<file path="config.mk">
export PLATFORM = sky130hd
export DESIGN_NAME = gin_xbus_flat
export DESIGN_NICKNAME = d
export VERILOG_FILES = /design/src/rtl/gin_pkg.sv /design/src/rtl/gin_xbus_if.sv /design/src/rtl/gin_xbus_imcc.sv /design/src/rtl/gin_xbus.sv /design/src/flat_wrapper.sv
export SDC_FILE = /design/constraint.sdc
export NUM_CORES = 2
export LEC_CHECK = 0
export BUFFER_PORTS_ARGS = -buffer_cell sky130_fd_sc_hd__buf_2
export CAP_MARGIN = 10
export CORE_AREA = 2 2 388 390
export DETAILED_ROUTE_END_ITERATION = 16
export DIE_AREA = 0 0 390 392
export PLACE_DENSITY_LB_ADDON = 0.12
export REMOVE_ABC_BUFFERS = 1
export SETUP_SLACK_MARGIN = 0.2
export SLEW_MARGIN = 10
export SYNTH_ARGS = -nofsm -noshare
export SYNTH_HDL_FRONTEND = slang
export SYNTH_SLANG_ARGS = --single-unit
</file>
<file path="constraint.sdc">
create_clock -name link_clk -period 2.49 [get_ports link_clk]
set_input_delay 0.1245 -clock link_clk [delete_from_list [all_inputs] [get_ports link_clk]]
set_output_delay 0.1245 -clock link_clk [all_outputs]
set_load 0.01 [all_outputs]
</file>
<file path="src/rtl/gin_pkg.sv">
// rtl/gin_pkg.sv - shared width defaults and scan-length helper for the input X-bus
//
// Purpose : default parameter values for gin_xbus and its column cells, plus the
//           number of scan edges needed to load every column ID.
// Contents: DATA_WIDTH_DEF, COL_TAG_WIDTH_DEF, NUM_OF_COLS_DEF, scan_len(), SCAN_LEN_DEF
package gin_pkg;

    localparam int DATA_WIDTH_DEF    = 64;
    localparam int COL_TAG_WIDTH_DEF = 4;
    localparam int NUM_OF_COLS_DEF   = 14;

    // One scan edge moves every ID bit by one position, so a full load walks
    // the complete concatenation of all column IDs.
    function automatic int scan_len(input int num_cols, input int tag_width);
        return num_cols * tag_width;
    endfunction

    localparam int SCAN_LEN_DEF = NUM_OF_COLS_DEF * COL_TAG_WIDTH_DEF;

endpackage

</file>
<file path="src/rtl/gin_xbus_if.sv">
// rtl/gin_xbus_if.sv - upstream and per-column handshake bundle of the input X-bus
//
// Purpose : groups the upstream word handshake and the per-column delivery
//           handshakes of gin_xbus.
// Signals : data_in/col_tag/enable_in/ready_out - upstream word, tag, valid, ready
//           data_out/enable_out/ready_in         - per-column payload, valid, ready
// Modports: slave  - the bus itself (gin_xbus)
//           master - the surrounding logic (upstream buffer plus PE columns)
interface gin_xbus_if
    import gin_pkg::*;
#(
    parameter int DATA_WIDTH    = DATA_WIDTH_DEF,
    parameter int COL_TAG_WIDTH = COL_TAG_WIDTH_DEF,
    parameter int NUM_OF_COLS   = NUM_OF_COLS_DEF
) ();

    logic [DATA_WIDTH-1:0]    data_in;
    logic [COL_TAG_WIDTH-1:0] col_tag;
    logic                     enable_in;
    logic                     ready_out;
    logic [DATA_WIDTH-1:0]    data_out [NUM_OF_COLS];
    logic [0:NUM_OF_COLS-1]   enable_out;
    logic [0:NUM_OF_COLS-1]   ready_in;

    modport slave (
        input  data_in, col_tag, enable_in, ready_in,
        output ready_out, data_out, enable_out
    );

    modport master (
        output data_in, col_tag, enable_in, ready_in,
        input  ready_out, data_out, enable_out
    );

endinterface

</file>
<file path="src/rtl/gin_xbus_imcc.sv">
// rtl/gin_xbus_imcc.sv - one column cell: ID scan register, tag compare, one-entry buffer
//
// Purpose : holds the scan-loaded column ID, flags a tag match, and buffers one
//           word for its column with an independent valid/ready handshake.
// Ports   : i_clk, i_reset            - clock, synchronous active-high reset
//           i_se_id, i_si_id, o_so_id - ID scan enable / in / out (shift right)
//           i_col_tag, i_data_in      - word currently offered on the bus
//           i_accept                  - the bus takes the offered word this edge
//           i_ready_in                - column ready
//           o_match, o_can_accept     - feed the bus-level ready reduction
//           o_enable_out, o_data_out  - column valid and payload
module imcc
    import gin_pkg::*;
#(
    parameter int DATA_WIDTH    = DATA_WIDTH_DEF,
    parameter int COL_TAG_WIDTH = COL_TAG_WIDTH_DEF
) (
    input  logic                     i_clk,
    input  logic                     i_reset,
    input  logic                     i_se_id,
    input  logic                     i_si_id,
    output logic                     o_so_id,
    input  logic [COL_TAG_WIDTH-1:0] i_col_tag,
    input  logic [DATA_WIDTH-1:0]    i_data_in,
    input  logic                     i_accept,
    input  logic                     i_ready_in,
    output logic                     o_match,
    output logic                     o_can_accept,
    output logic                     o_enable_out,
    output logic [DATA_WIDTH-1:0]    o_data_out
);

    logic [COL_TAG_WIDTH-1:0] r_id;
    logic                     r_valid;
    logic [DATA_WIDTH-1:0]    r_buf;

    logic                     w_drain;
    logic                     w_load;

    assign o_so_id      = r_id[0];
    assign o_match      = (r_id == i_col_tag);
    assign o_enable_out = r_valid && !i_se_id;
    assign o_data_out   = r_buf;

    // A held word may be replaced only if it leaves on this same edge; scan
    // mode freezes delivery, so a full slot cannot drain while scanning.
    assign o_can_accept = !r_valid || (i_ready_in && !i_se_id);

    assign w_drain = o_enable_out && i_ready_in;
    assign w_load  = i_accept && o_match;

    always_ff @(posedge i_clk) begin
        if (i_reset) begin
            r_id    <= '0;
            r_valid <= 1'b0;
            r_buf   <= '0;
        end else begin
            // Written as shift-and-insert so a 1-bit ID width also works.
            if (i_se_id) begin
                r_id <= (r_id >> 1) | (COL_TAG_WIDTH'(i_si_id) << (COL_TAG_WIDTH - 1));
            end
            // Reload wins over drain: valid stays set and the new word replaces the old.
            if (w_load) begin
                r_valid <= 1'b1;
                r_buf   <= i_data_in;
            end else if (w_drain) begin
                r_valid <= 1'b0;
            end
        end
    end

endmodule

</file>
<file path="src/rtl/gin_xbus.sv">
// rtl/gin_xbus.sv - input-direction X-bus: multicasts tagged words to matching columns
//
// Purpose : accepts one tagged word per upstream handshake and loads it into
//           every column whose scan-loaded ID equals the tag; words with no
//           matching column are consumed and dropped.
// Ports   : link_clk, reset           - clock, synchronous active-high reset
//           bus (gin_xbus_if.slave)   - upstream and per-column handshakes
//           se_id, si_id, so_id       - column ID scan chain (column 0 first)
module gin_xbus
    import gin_pkg::*;
#(
    parameter int DATA_WIDTH    = DATA_WIDTH_DEF,
    parameter int COL_TAG_WIDTH = COL_TAG_WIDTH_DEF,
    parameter int NUM_OF_COLS   = NUM_OF_COLS_DEF
) (
    input  logic       link_clk,
    input  logic       reset,
    gin_xbus_if.slave  bus,
    input  logic       se_id,
    input  logic       si_id,
    output logic       so_id
);

    logic                   w_match      [NUM_OF_COLS];
    logic                   w_can_accept [NUM_OF_COLS];
    logic [NUM_OF_COLS:0]   w_scan;
    logic                   w_ready;
    logic                   w_accept;

    assign w_scan[0] = si_id;
    assign so_id     = w_scan[NUM_OF_COLS];

    // Only columns the current tag targets can stall the bus; enable_in is
    // deliberately kept out of this path so ready never depends on valid.
    always_comb begin
        w_ready = !se_id;
        for (int i = 0; i < NUM_OF_COLS; i++) begin
            if (w_match[i] && !w_can_accept[i]) begin
                w_ready = 1'b0;
            end
        end
    end

    assign bus.ready_out = w_ready;
    assign w_accept      = bus.enable_in && w_ready;

    for (genvar g = 0; g < NUM_OF_COLS; g++) begin : g_col
        imcc #(
            .DATA_WIDTH    (DATA_WIDTH),
            .COL_TAG_WIDTH (COL_TAG_WIDTH)
        ) u_imcc (
            .i_clk        (link_clk),
            .i_reset      (reset),
            .i_se_id      (se_id),
            .i_si_id      (w_scan[g]),
            .o_so_id      (w_scan[g+1]),
            .i_col_tag    (bus.col_tag),
            .i_data_in    (bus.data_in),
            .i_accept     (w_accept),
            .i_ready_in   (bus.ready_in[g]),
            .o_match      (w_match[g]),
            .o_can_accept (w_can_accept[g]),
            .o_enable_out (bus.enable_out[g]),
            .o_data_out   (bus.data_out[g])
        );
    end

endmodule
</file>
<file path="src/flat_wrapper.sv">
// flat-port wrapper written by rule: the top's interface ports become plain ports
module gin_xbus_flat import gin_pkg::*;
#(
    parameter int DATA_WIDTH    = DATA_WIDTH_DEF,
    parameter int COL_TAG_WIDTH = COL_TAG_WIDTH_DEF,
    parameter int NUM_OF_COLS   = NUM_OF_COLS_DEF
)
  (link_clk, reset, se_id, si_id, so_id, bus_data_in, bus_col_tag, bus_enable_in, bus_ready_in, bus_ready_out, bus_data_out, bus_enable_out);
  gin_xbus_if #(.DATA_WIDTH(DATA_WIDTH), .COL_TAG_WIDTH(COL_TAG_WIDTH), .NUM_OF_COLS(NUM_OF_COLS)) bus_i ();
  input  logic link_clk;
  input  logic reset;
  input  logic se_id;
  input  logic si_id;
  output logic so_id;
  input wire logic [$bits(bus_i.data_in)-1:0] bus_data_in;
  input wire logic [$bits(bus_i.col_tag)-1:0] bus_col_tag;
  input wire logic [$bits(bus_i.enable_in)-1:0] bus_enable_in;
  input wire logic [$bits(bus_i.ready_in)-1:0] bus_ready_in;
  output wire logic [$bits(bus_i.ready_out)-1:0] bus_ready_out;
  output wire logic [$bits(bus_i.data_out)-1:0] bus_data_out;
  output wire logic [$bits(bus_i.enable_out)-1:0] bus_enable_out;
  assign bus_i.data_in = bus_data_in;
  assign bus_i.col_tag = bus_col_tag;
  assign bus_i.enable_in = bus_enable_in;
  assign bus_i.ready_in = bus_ready_in;
  assign bus_ready_out = bus_i.ready_out;
  assign bus_data_out = {>>{bus_i.data_out}};
  assign bus_enable_out = bus_i.enable_out;
  gin_xbus #(.DATA_WIDTH(DATA_WIDTH), .COL_TAG_WIDTH(COL_TAG_WIDTH), .NUM_OF_COLS(NUM_OF_COLS)) u_core (.link_clk(link_clk), .reset(reset), .bus(bus_i), .se_id(se_id), .si_id(si_id), .so_id(so_id));
endmodule
</file>
==> impl_results.md <==
* Slew HR at 0.257
* Largest net degree at the start of global routing at between 100 and 150
* First-pass GRT wire length at about 220000 um
* Number of global-route vias before repair at approximately 29000
* Final setup vio count at 0
* Maxcap violations at 0
* Critical Path Start Type: flip-flop
* Synth Instances at between 3000 and 4000
* Worst-margin pin slew at 1.11 ns
* Yosys cell types at 34
* Vias per cell at between 4 and 5
* Main synth FF type: dfxtp_1
* Count leader, synth: dfxtp_1
* Routed WL at roughly 170000 um
* Clock latency reported for the late side of the worst-skew pair at 0.74 ns
* Final hold viol count at 0
* Routed Antenna Nets at 0
* Crit path max fanout at 3
* Worst EP required at ~2.4 ns
* DRT Pass-1 Iters at 5
* CTS Buf Count at 112
* Pwr/cell area at between 600 and 700 nW/um2
* RSZ-0062 raised after global routing: yes
* F_max at just over 0.4 GHz
* Routed len/inst at about 26 um
* Area leader, netlist: dfxtp_1
* Fillers at approximately 15000
* GRT Total Usage at 0.202
* Number of synthesized flops with an enable pin at 0
* Initial Util at 0.259
* Register area share after synthesis at 0.501
* Final Power at approximately 35 mW
* Ys async rst share at 0
* Routed vias at roughly 29000
* Die area at about 150000 um2
* Residual DRC count at 0
* FF-to-FF setup slack at around 0.1 ns
* Crit path capture type: output port
* Clk slew on worst S/H paths at roughly 0.06 ns
* Root Driver: clkbuf_16
* Area contributors post-synth: dfxtp_1, mux2i_1, nand2b_1
* Clock buffer depth at 3
* Initial antenna violation count at 1
* Min Tclk post-route at 2.47 ns
* Synth Register Bits at around 970
* WHS at roughly 0.066 ns
* Num rows at 142
* Port Buffers at around 1000
* CTS tree: built
* Core area at ~150000 um2
* Area growth from synthesis to layout at 43.4%
* Die X at 390 um
* Clock skew after layout at ~0.044 ns
* CTS Sinks at 966
* Leakage at between 20 and 30 nW
* Top post-synthesis cells by count: dfxtp_1, nand2b_1, mux2i_1
* Final cycle utilization of the critical path at 0.992
* Placer Congestion at between 0.7 and 0.8
* Peak VDD IR at roughly 0.00050 V
* Synth warnings at 0
* Grt ovf at 0
* Hold crit path type: input port to flip-flop
* Nets at slightly below 5000
* Share of the synthesized area in the top cell type at 0.501
* Critical path class: flip-flop to output port
* Die Height at 392 um
* H-tree Lvls at 3
* Hpwl dp at between 100000 and 150000 um
* Max Transition Viols Final at 0
* DRT iter0 DRCs at 1304
* Post-Syn Area at between 30000 and 40000 um2
* Proportion of layout cells with a drive suffix above 1 at 0.343
* Number of I/O pins at 999
* Outcome: finished clean
* Synthesized area per cell at between 10 and 15 um2
* WP data arrival at between 2 and 2.5 ns
[timing repair]
action | CTS | global route
gates resized for setup | 73 | 180
gates cloned | 36 | 41
hold endpoints to repair | 844 | 0
buffers inserted | 40 | 67
pin swaps | 8 | 8
hold buffers | 85 | 0
setup endpoints to repair | 308 | 908
[flip-flops by register name (all words and copies together) (netlist names)]
name	count
u_core.g_col.u_imcc.r_id	56
u_core.g_col.u_imcc.r_valid	14
u_core.g_col.u_imcc.o_data_out	896
[where the power goes]
part | leakage [nW] | switching, mW | total, mW | internal, mW
clock network | 1.91 | 7.10 | 17.2 | 10.1
registers | 7.80 | 0.0588 | 15.6 | 15.6
logic | 19.7 | 1.12 | 2.06 | 0.942
total | 29.5 | 8.28 | 34.9 | 26.6
[layout by cell type (no fill, tap or decap), types with 3 or more instances in the layout]
cell           count
xor2_1            18
nand3_4           14
nor3_1             7
dfxtp_1          943
dlygate4sd3_1     85
clkbuf_16        148
a21oi_1           12
a21boi_0           3
mux2i_1          949
inv_6              4
clkbuf_8          36
nor4_2             6
inv_1             15
bufinv_16          6
xor2_2            10
nor4_1             6
buf_16            60
clkinv_2          17
nor2_1            58
dfxtp_2           23
clkinv_16          3
nor2b_1           14
buf_8             38
o21ai_0           13
nand4_1            7
buf_6             36
buf_2            995
mux2i_2            3
buf_12           104
buf_4            137
nand2b_1         960
and3_4             3
clkbuf_1          26
nand2_1           10
xnor2_1           28
[path summary, 6_finish.rpt]
path | cells past startpoint | end | from
worst min-delay path | 3 | u_core.g_col[5].u_imcc.r_valid$_SDFFE_PP0P_ | se_id
worst max-delay path | 8 | bus_ready_out | u_core.g_col[13].u_imcc.r_id[0]$_SDFFE_PP0P_
worst min register to register | 2 | u_core.g_col[12].u_imcc.o_data_out[15]$_SDFFE_PP0P_ | u_core.g_col[12].u_imcc.o_data_out[15]$_SDFFE_PP0P_
worst max register to register | 12 | u_core.g_col[0].u_imcc.o_data_out[32]$_SDFFE_PP0P_ | u_core.g_col[13].u_imcc.r_id[0]$_SDFFE_PP0P_
[critical path: stages, from the launching register on]
cell and delay (ns):
dfxtp_2 0.33, xor2_1 0.16, nor4_1 0.31, buf_4 0.17, a32oi_1 0.09, and4_4 0.18
buf_12 0.13, and3_4 0.14, buf_6 0.12
[cells by family after synthesis]
kind of cell | after synthesis | synth area share
DFF | 966 | 0.501
muxes | 952 | 0.247
AOI/OAI and AO/OA | 37 | 0.00558
and+or+nand+nor | 1089 | 0.174
buffers and inverters | 328 | 0.0600
xor gates and xnor gates | 56 | 0.0129
[through the flow]
stage | worst slack, ns | util | area [um2] | setup TNS [ns] | cells
after floorplan | -1.92 | - | 36300 | -950.02 | 3115
after global placement | 0.0561 | 0.312 | 46500 | 0 | 6279
after detailed placement | 0.0684 | 0.312 | 46500 | 0 | 6279
after CTS | -0.0961 | 0.356 | 53000 | -0.545 | 6647
after global routing | -0.104 | 0.372 | 55300 | -0.139 | 6756
final | 0.0207 | 0.372 | 55300 | 0 | 6756
[per-layer routing]
metal  vias to the layer above  share of wire  GRT usage
met5                         -              0          0
met4                         0          0.024     0.0526
met3                       170          0.069     0.0618
met2                       819           0.49      0.343
met1                     14000           0.42      0.248
li1                      13900              -          -
[final cells by class]
type	instances	area, um2	area share
antenna	1	2.50	0.0000452
clock buffer	176	3450	0.0623
clock inverter	31	410	0.00742
inverter	15	56.3	0.00102
multi-input combinational	2134	17200	0.311
sequential	966	19400	0.350
tap	1944	2430	0.0440
timing repair buffer	1489	12400	0.224
(Power assumes the default switching activity.)
